## src/rtl/mem_bus_arbiter.sv

```systemverilog
// mem_bus_arbiter
//   Upstream stage of the SRAM memory controller. Arbitrates between the CPU
//   instruction-fetch port and the data load/store port (data has fixed
//   priority), issues one access at a time on the controller's
//   go_n/ce_n/oe_n/we_n request interface, holds it for ACCESS_CYCLES cycles,
//   captures read data and returns a one-cycle ack to the winner. Also flags
//   accesses that fall in the 8-byte UART window.
//
//   Optional feature macro: MEM_ARB_STOP_CHECK_EN
//     defined   : the access count advances only while mem_stop_n is low; 16
//                 consecutive ACCESS cycles with mem_stop_n high end the access
//                 with read data 32'hDEADBEEF.
//     undefined : mem_stop_n is ignored and the fixed count is used.
//
// Ports:
//   clk, rst            clock; asynchronous active-low reset
//   i_req/i_addr        fetch request (held until i_ack), byte address
//   i_ack/i_rdata       one-cycle ack, fetched word valid with ack
//   d_req/d_we/d_wb     data request (held until d_ack), store, byte access
//   d_addr/d_wdata      data byte address, store data (bytes in [7:0])
//   d_ack/d_rdata       one-cycle ack, load data valid with ack
//   mem_addr/mem_din    address and write data to the controller
//   mem_dout            read data from the controller
//   mem_ce_n/oe_n/we_n  controller strobes, active-low
//   mem_wb, mem_uart    byte access flag, UART window hit
//   mem_go_n            low while the controller performs the access
//   mem_stop_n          controller status (used only with the macro)
module mem_bus_arbiter #(
  parameter int unsigned ACCESS_CYCLES = 3,
  parameter logic [21:0] UART_BASE     = 22'h3FFFF8
) (
  input  logic        clk,
  input  logic        rst,
  input  logic        i_req,
  input  logic [21:0] i_addr,
  output logic        i_ack,
  output logic [31:0] i_rdata,
  input  logic        d_req,
  input  logic        d_we,
  input  logic        d_wb,
  input  logic [21:0] d_addr,
  input  logic [31:0] d_wdata,
  output logic        d_ack,
  output logic [31:0] d_rdata,
  output logic [21:0] mem_addr,
  output logic [31:0] mem_din,
  input  logic [31:0] mem_dout,
  output logic        mem_ce_n,
  output logic        mem_oe_n,
  output logic        mem_we_n,
  output logic        mem_wb,
  output logic        mem_uart,
  output logic        mem_go_n,
  input  logic        mem_stop_n
);

  localparam logic [1:0] IDLE   = 2'd0;
  localparam logic [1:0] ACCESS = 2'd1;
  localparam logic [1:0] DONE   = 2'd2;

  localparam logic [3:0] CNT_INIT = 4'(ACCESS_CYCLES - 1);

  logic [1:0]  state;
  logic [3:0]  cnt;
  logic        win_d;      // 1 = current access belongs to the data port
  logic        win_write;  // current access is a store

  logic [21:0] sel_addr;
  logic        advance;    // count may step this cycle
  logic        timeout;    // controller never engaged
  logic        finish;
  logic [31:0] rd_val;

  // Bits intentionally not consumed: fetch addr[1:0] is forced to 00, and
  // mem_stop_n is only observed when the stop check is built in.
  logic unused_ok;
  assign unused_ok = &{1'b0, i_addr[1:0], mem_stop_n};

  // Data has fixed priority; a fetch address is word-aligned here.
  always_comb begin
    sel_addr = d_req ? d_addr : {i_addr[21:2], 2'b00};
  end

`ifdef MEM_ARB_STOP_CHECK_EN
  logic [3:0] stall;

  always_comb begin
    advance = ~mem_stop_n;
    timeout = mem_stop_n && (stall == 4'd15);
    rd_val  = timeout ? 32'hDEADBEEF : mem_dout;
  end

  always_ff @(posedge clk or negedge rst) begin
    if (!rst) begin
      stall <= '0;
    end else if (state != ACCESS) begin
      stall <= '0;
    end else if (mem_stop_n) begin
      stall <= stall + 4'd1;
    end else begin
      stall <= '0;
    end
  end
`else
  always_comb begin
    advance = 1'b1;
    timeout = 1'b0;
    rd_val  = mem_dout;
  end
`endif

  assign finish = (advance && (cnt == '0)) || timeout;

  always_ff @(posedge clk or negedge rst) begin
    if (!rst) begin
      state     <= IDLE;
      cnt       <= '0;
      win_d     <= 1'b0;
      win_write <= 1'b0;
      mem_go_n  <= 1'b1;
      mem_ce_n  <= 1'b1;
      mem_oe_n  <= 1'b1;
      mem_we_n  <= 1'b1;
      mem_addr  <= '0;
      mem_din   <= '0;
      mem_wb    <= 1'b0;
      mem_uart  <= 1'b0;
      i_ack     <= 1'b0;
      d_ack     <= 1'b0;
      i_rdata   <= '0;
      d_rdata   <= '0;
    end else begin
      i_ack <= 1'b0;
      d_ack <= 1'b0;
      case (state)
        IDLE: begin
          if (d_req || i_req) begin
            win_d     <= d_req;
            win_write <= d_req && d_we;
            mem_addr  <= sel_addr;
            mem_din   <= d_req ? d_wdata : '0;
            mem_wb    <= d_req && d_wb;
            mem_oe_n  <= d_req && d_we;
            mem_we_n  <= ~(d_req && d_we);
            mem_ce_n  <= 1'b0;
            mem_go_n  <= 1'b0;
            mem_uart  <= (sel_addr[21:3] == UART_BASE[21:3]);
            cnt       <= CNT_INIT;
            state     <= ACCESS;
          end
        end
        ACCESS: begin
          if (finish) begin
            if (!win_d) begin
              i_rdata <= rd_val;
            end else if (!win_write) begin
              d_rdata <= rd_val;
            end
            mem_go_n <= 1'b1;
            mem_ce_n <= 1'b1;
            mem_oe_n <= 1'b1;
            mem_we_n <= 1'b1;
            state    <= DONE;
          end else if (advance) begin
            cnt <= cnt - 4'd1;
          end
        end
        DONE: begin
          if (win_d) begin
            d_ack <= 1'b1;
          end else begin
            i_ack <= 1'b1;
          end
          state <= IDLE;
        end
        default: state <= IDLE;
      endcase
    end
  end

endmodule

```

## config.mk

```make
export PLATFORM = sky130hd
export DESIGN_NAME = mem_bus_arbiter
export DESIGN_NICKNAME = d
export VERILOG_FILES = /design/src/rtl/mem_bus_arbiter.sv
export SDC_FILE = /design/constraint.sdc
export NUM_CORES = 1
export LEC_CHECK = 0
export CAP_MARGIN = 30
export CORE_ASPECT_RATIO = 1.25
export CORE_MARGIN = 3
export CORE_UTILIZATION = 42
export CTS_BUF_LIST = sky130_fd_sc_hd__clkbuf_4
export CTS_CLUSTER_DIAMETER = 50
export DETAILED_ROUTE_END_ITERATION = 12
export GPL_TIMING_DRIVEN = 0
export HOLD_SLACK_MARGIN = 0.05
export PLACE_DENSITY = 0.88
export SKIP_CTS_REPAIR_TIMING = 1
export SYNTH_ARGS = -nofsm -noshare
export SYNTH_HDL_FRONTEND = slang
export SYNTH_SLANG_ARGS = --single-unit
```

## constraint.sdc

```tcl
create_clock -name clk -period 3.2 [get_ports clk]
set_clock_uncertainty 0.2 [all_clocks]
set_input_delay 0.64 -clock clk [delete_from_list [all_inputs] [get_ports clk]]
set_output_delay 0.64 -clock clk [all_outputs]
set_load 0.02 [all_outputs]
```

Word level (Yosys, flattened, before mapping)
Index checks and enable logic that the tools add are counted.
Storage, ports and cells
  flip-flop bits (word level): 133
  word-level logic and storage cells: 56
  output and inout port bits: 126
Operators by class
  reduce and logical (&&, ||, !) cells: 12
  muxes and demuxes: 19
  eq/ne operators: 6
  bitwise operators: 3
  add/sub/neg operators: 1
Operators with widths (number)
  $mux 32: 1
  $mux 22: 1
  $eq 19x19->1 const B: 1
  $reduce_and 3->1: 3
  $mux 1: 8
  $mux 4: 2
  $pmux 4 s2: 1
  $ne 2x2->1 const B: 3
  $pmux 1 s2: 3
  $logic_not 4->1: 1
  $mux 2: 2
  $pmux 2 s2: 1
  $reduce_and 2->1: 2
  $reduce_and 4->1: 1
  $sub 4x1->4 const B: 1
  $not 1->1: 3
  $eq 2x1->1 const B: 1
  $eq 2x2->1 const B: 1
  $logic_and 1x1->1: 2
  $logic_not 2->1: 1
  $reduce_bool 2->1: 1
  $logic_or 1x1->1: 1

Longest topological paths before layout
  depth after elaboration: 4
  mapped depth: 9

Least setup slack after synthesis
Ideal clock, no wire load.
  kind: reg2reg
  start point: reg cnt[0]
  end point: reg i_rdata[10]
  clock period less this slack: 2415 ps
  arrival time: 2090 ps
  required time: 2875 ps
  cell stages (with the launch flop): 10
  buffers on the path: 3
  setup slack: 785 ps
  cells stage by stage: dfrtp_1 inv_1 ha_1 or3b_1 buf_6 nor3b_4 and2b_1 buf_6 buf_12 mux2_4
Between the ends
  word-level cells in the longest chain between the ends: 2
RTL lines
  from (decl): line 64  | logic [3:0] cnt;
  from (signal assigned): line 165  | cnt <= cnt - 4'd1;
  $logic_not 4->1: line 112  | assign finish = (advance && (cnt == '0)) || timeout;
  $reduce_and 3->1 (no line)
  to (signal assigned): line 155  | i_rdata <= rd_val;
  to (decl): line 37  | output logic [31:0] i_rdata,
Every way passes these cells.
A chain may end at the register's enable or synchronous reset.

Worst setup path after layout
  start point: reg cnt[0]
  end point: reg i_rdata[1]
The elaborated chain is that of the path after synthesis.

==> qor.csv <==
stage,metric,value,unit
finish,nets@finish,753,
grt,vias in the first global route,4479,
power_and_ir_drop,Peak VDD IR,531,uV
die,Die Height,134,um
die,row count,46,
power_and_ir_drop,PwrDens,1010,nW/um2
finish,P&R area growth vs syn,52.6,%
placement,DPL Wire Length,11300,um
route,Detail Route Antenna Nets,0,
die,Die Span X,108,um
timing,Hold Worst Slack,0.298,ns
cts,worst skew pair latency,0.50,ns
finish,post-route cell area,8390,um2
setup_path,cells on worst reg2reg path,9,
route,drt pass-1 iters,4,
min_path,hold endpoint,win_write$_DFFE_PN0P_,
die,I/O pins,241,
timing,Final Cycle Share,81.8,%
die,Core Region,12800,um2
logic_synthesis,Syn Std Cell Area,5500,um2
setup_path,Crit. End Element,flop,
run_status,outcome,completed,
die,die footprint,14500,um2
route,Vias/cell,5.07,
timing,Rel. slew slack,49.1,%
power_and_ir_drop,leakage power,3.75,nW
route,drt drc,0,
cts,CTS tree,done,
timing,setup violators final,0,
logic_synthesis,syn nets,495,
grt,grt ovf,0,
timing,f_max,382,MHz
logic_synthesis,"Seq/Total Area, Yosys",60.6,%
grt,initial antenna violation count,0,
min_path,Hold Path Stages,2,
timing,setup TNS,0,ns
cts,"CTS clk-pin slew, worst paths",0.13,ns
cts,CTS buffer count,17,
setup_path,critical path class,flop to flop,
logic_synthesis,yosys warns,0,
finish,Layout Utilization,65.7,%
grt,largest net degree at the start of global routing,71,
cts,H-Tree Level Count,4,
setup_path,R2R Setup Slk,0.58,ns
setup_path,startpoint types,flop,
logic_synthesis,Post-synth EDFFs,0,
timing,Max Slew Vio Count,0,
logic_synthesis,top_reg_cell synth,dfrtp_1,
finish,Ant. Diodes,0,
logic_synthesis,Yosys cell types,36,
timing,worst slew pin tran,0.764,ns
logic_synthesis,Post-Syn Instances,379,
route,final wirelength,14800,um
cts,clock root buffer,clkbuf_4,
setup_path,critical path arrival,2.80,ns
logic_synthesis,Yosys top cell area share,59.1,%
timing,"Hold Vio Cnt, Final",0,
logic_synthesis,asr flop ratio synth,100,%
min_path,hold_sp,win_write$_DFFE_PN0P_,
setup_path,CP max FO,10,
finish,most frequent cells in the layout,"236 x clkdlybuf4s50_1, 130 x dfrtp_1, 60 x mux2_4",
flow_run,number of max-cap violations,0,
finish,share of cells above drive strength 1,17.7,%
timing,Tmin final,2.62,ns
finish,"commonest non-fill, non-tap cell in the layout",clkdlybuf4s50_1,
logic_synthesis,#FFs+latches synth,133,
setup_path,required time of the critical path,3.38,ns
route,Routed wire per std cell,18.0,um
placement,gp weighted congestion,0.763,
grt,first-pass GRT wire length,23300,um
cts,clk sinks,133,
cts,Max Root-Sink Buffers,2,
die,Initial Utilization,43.0,%
timing,RSZ-0062 raised after global routing,no,
placement,Post-DP Area,8110,um2
setup_path,r2r endpoint,i_rdata[1]$_DFFE_PN0P_,
logic_synthesis,largest area contributor in the netlist,dfrtp_1,
min_path,Hold Crit Class,flop to flop,
route,Vias,4145,
route,DRT iter0 DRCs,146,
placement,Port Buffers,237,
grt,Total GRT Usage,20.7,%
setup_path,worst r2r src,cnt[0]$_DFFE_PN0P_,
logic_synthesis,leading post-synthesis cells by cell area,"dfrtp_1 59%, mux2_4 16%, a22o_1 5.6%",
timing,setup slack after layout,0.583,ns
logic_synthesis,Synth Area per Inst,14.5,um2
placement,pre-CTS setup slack,0.214,ns
-- state kept, by name, summed over array words and instances, names as in the netlist --
| name | count |
|---|---|
| cnt | 4 |
| d_ack | 1 |
| d_rdata | 32 |
| i_ack | 1 |
| i_rdata | 32 |
| mem_addr | 22 |
| mem_din | 32 |
| mem_go_n | 1 |
| mem_oe_n | 1 |
| mem_uart | 1 |
| mem_wb | 1 |
| mem_we_n | 1 |
| state | 2 |
| win_d | 1 |
| win_write | 1 |
-- critical path, cell delays in order, from the launching register on --
cell,delay (ns)
dfrtp_1,0.40
inv_1,0.09
ha_1,0.16
or3b_1,0.36
buf_6,0.14
nor3b_4,0.35
and2b_1,0.19
buf_6,0.14
buf_12,0.16
mux2_4,0.31
-- metal layers --
metal / global-route usage (%) / vias to the layer above / wire (um)
met4: 7.30 / 0 / 316
met2: 36.6 / 175 / 7850
met1: 23.4 / 2070 / 5620
met5: 0 / - / 0
met3: 6.26 / 24 / 974
li1: - / 1876 / -
-- cells by family (layout without fill, tap and decap cells) --
kind of cell	Yosys count	in the layout	synth area share [%]
XOR/XNOR	2	2	0.319
flip-flops	133	133	60.6
buffers and inverters	27	298	3.48
AO/OA/AOI/OAI	67	67	8.99
AND/OR/NAND/NOR	69	69	6.30
adder cells (fa/ha/maj)	1	1	0.227
multiplexers	80	80	20.1
-- cell usage after synthesis, drive strengths merged (2+ instances only) --
cell type	number
mux2	64
nand3	13
xor2	2
dfrtp	130
nand2	26
nor3b	2
nand2b	4
nor2	15
o21ai	21
a21o	2
mux2i	16
inv	2
o221ai	2
clkbuf	10
buf	15
a22o	35
dfstp	3
a31oi	5
-- through the flow --
step	cells	total power [mW]
after floorplan	379	5.33
after global placement	784	7.29
after detailed placement	785	7.45
after CTS	817	8.56
after global routing	818	8.93
final	818	8.47
-- final cells by class --
| class | count | area (um2) |
|---|---|---|
| Clock inverter | 15 | 143 |
| Fill cell | 972 | 4390 |
| Buffer | 25 | 184 |
| Inverter | 2 | 7.51 |
| Multi-Input combinational cell | 219 | 1980 |
| Sequential cell | 133 | 3330 |
| Timing Repair Buffer | 239 | 2410 |
| Tap cell | 168 | 210 |
| Clock buffer | 17 | 128 |
-- how the worst max path moves through the flow --
stage                                     from                      end  slack (ns)
after detailed placement                 d_req     mem_uart$_DFFE_PN0P_        0.21
final                       cnt[0]$_DFFE_PN0P_   i_rdata[1]$_DFFE_PN0P_        0.58
after global placement                     rst   mem_din[3]$_DFFE_PN0P_       -3.64
after floorplan             cnt[0]$_DFFE_PN0P_  i_rdata[10]$_DFFE_PN0P_        0.79
after global routing        cnt[0]$_DFFE_PN0P_   i_rdata[1]$_DFFE_PN0P_        0.50
after CTS                 mem_go_n$_DFFE_PN1P_                 mem_go_n        0.55
-- power breakdown --
group | internal [mW] | total (mW) | switching [mW]
logic | 2.40 | 4.43 | 2.03
registers | 2.48 | 2.97 | 0.486
clock network | 0.403 | 1.08 | 0.675
total | 5.28 | 8.47 | 3.19
No activity file was read; power rests on OpenSTA's default activity.
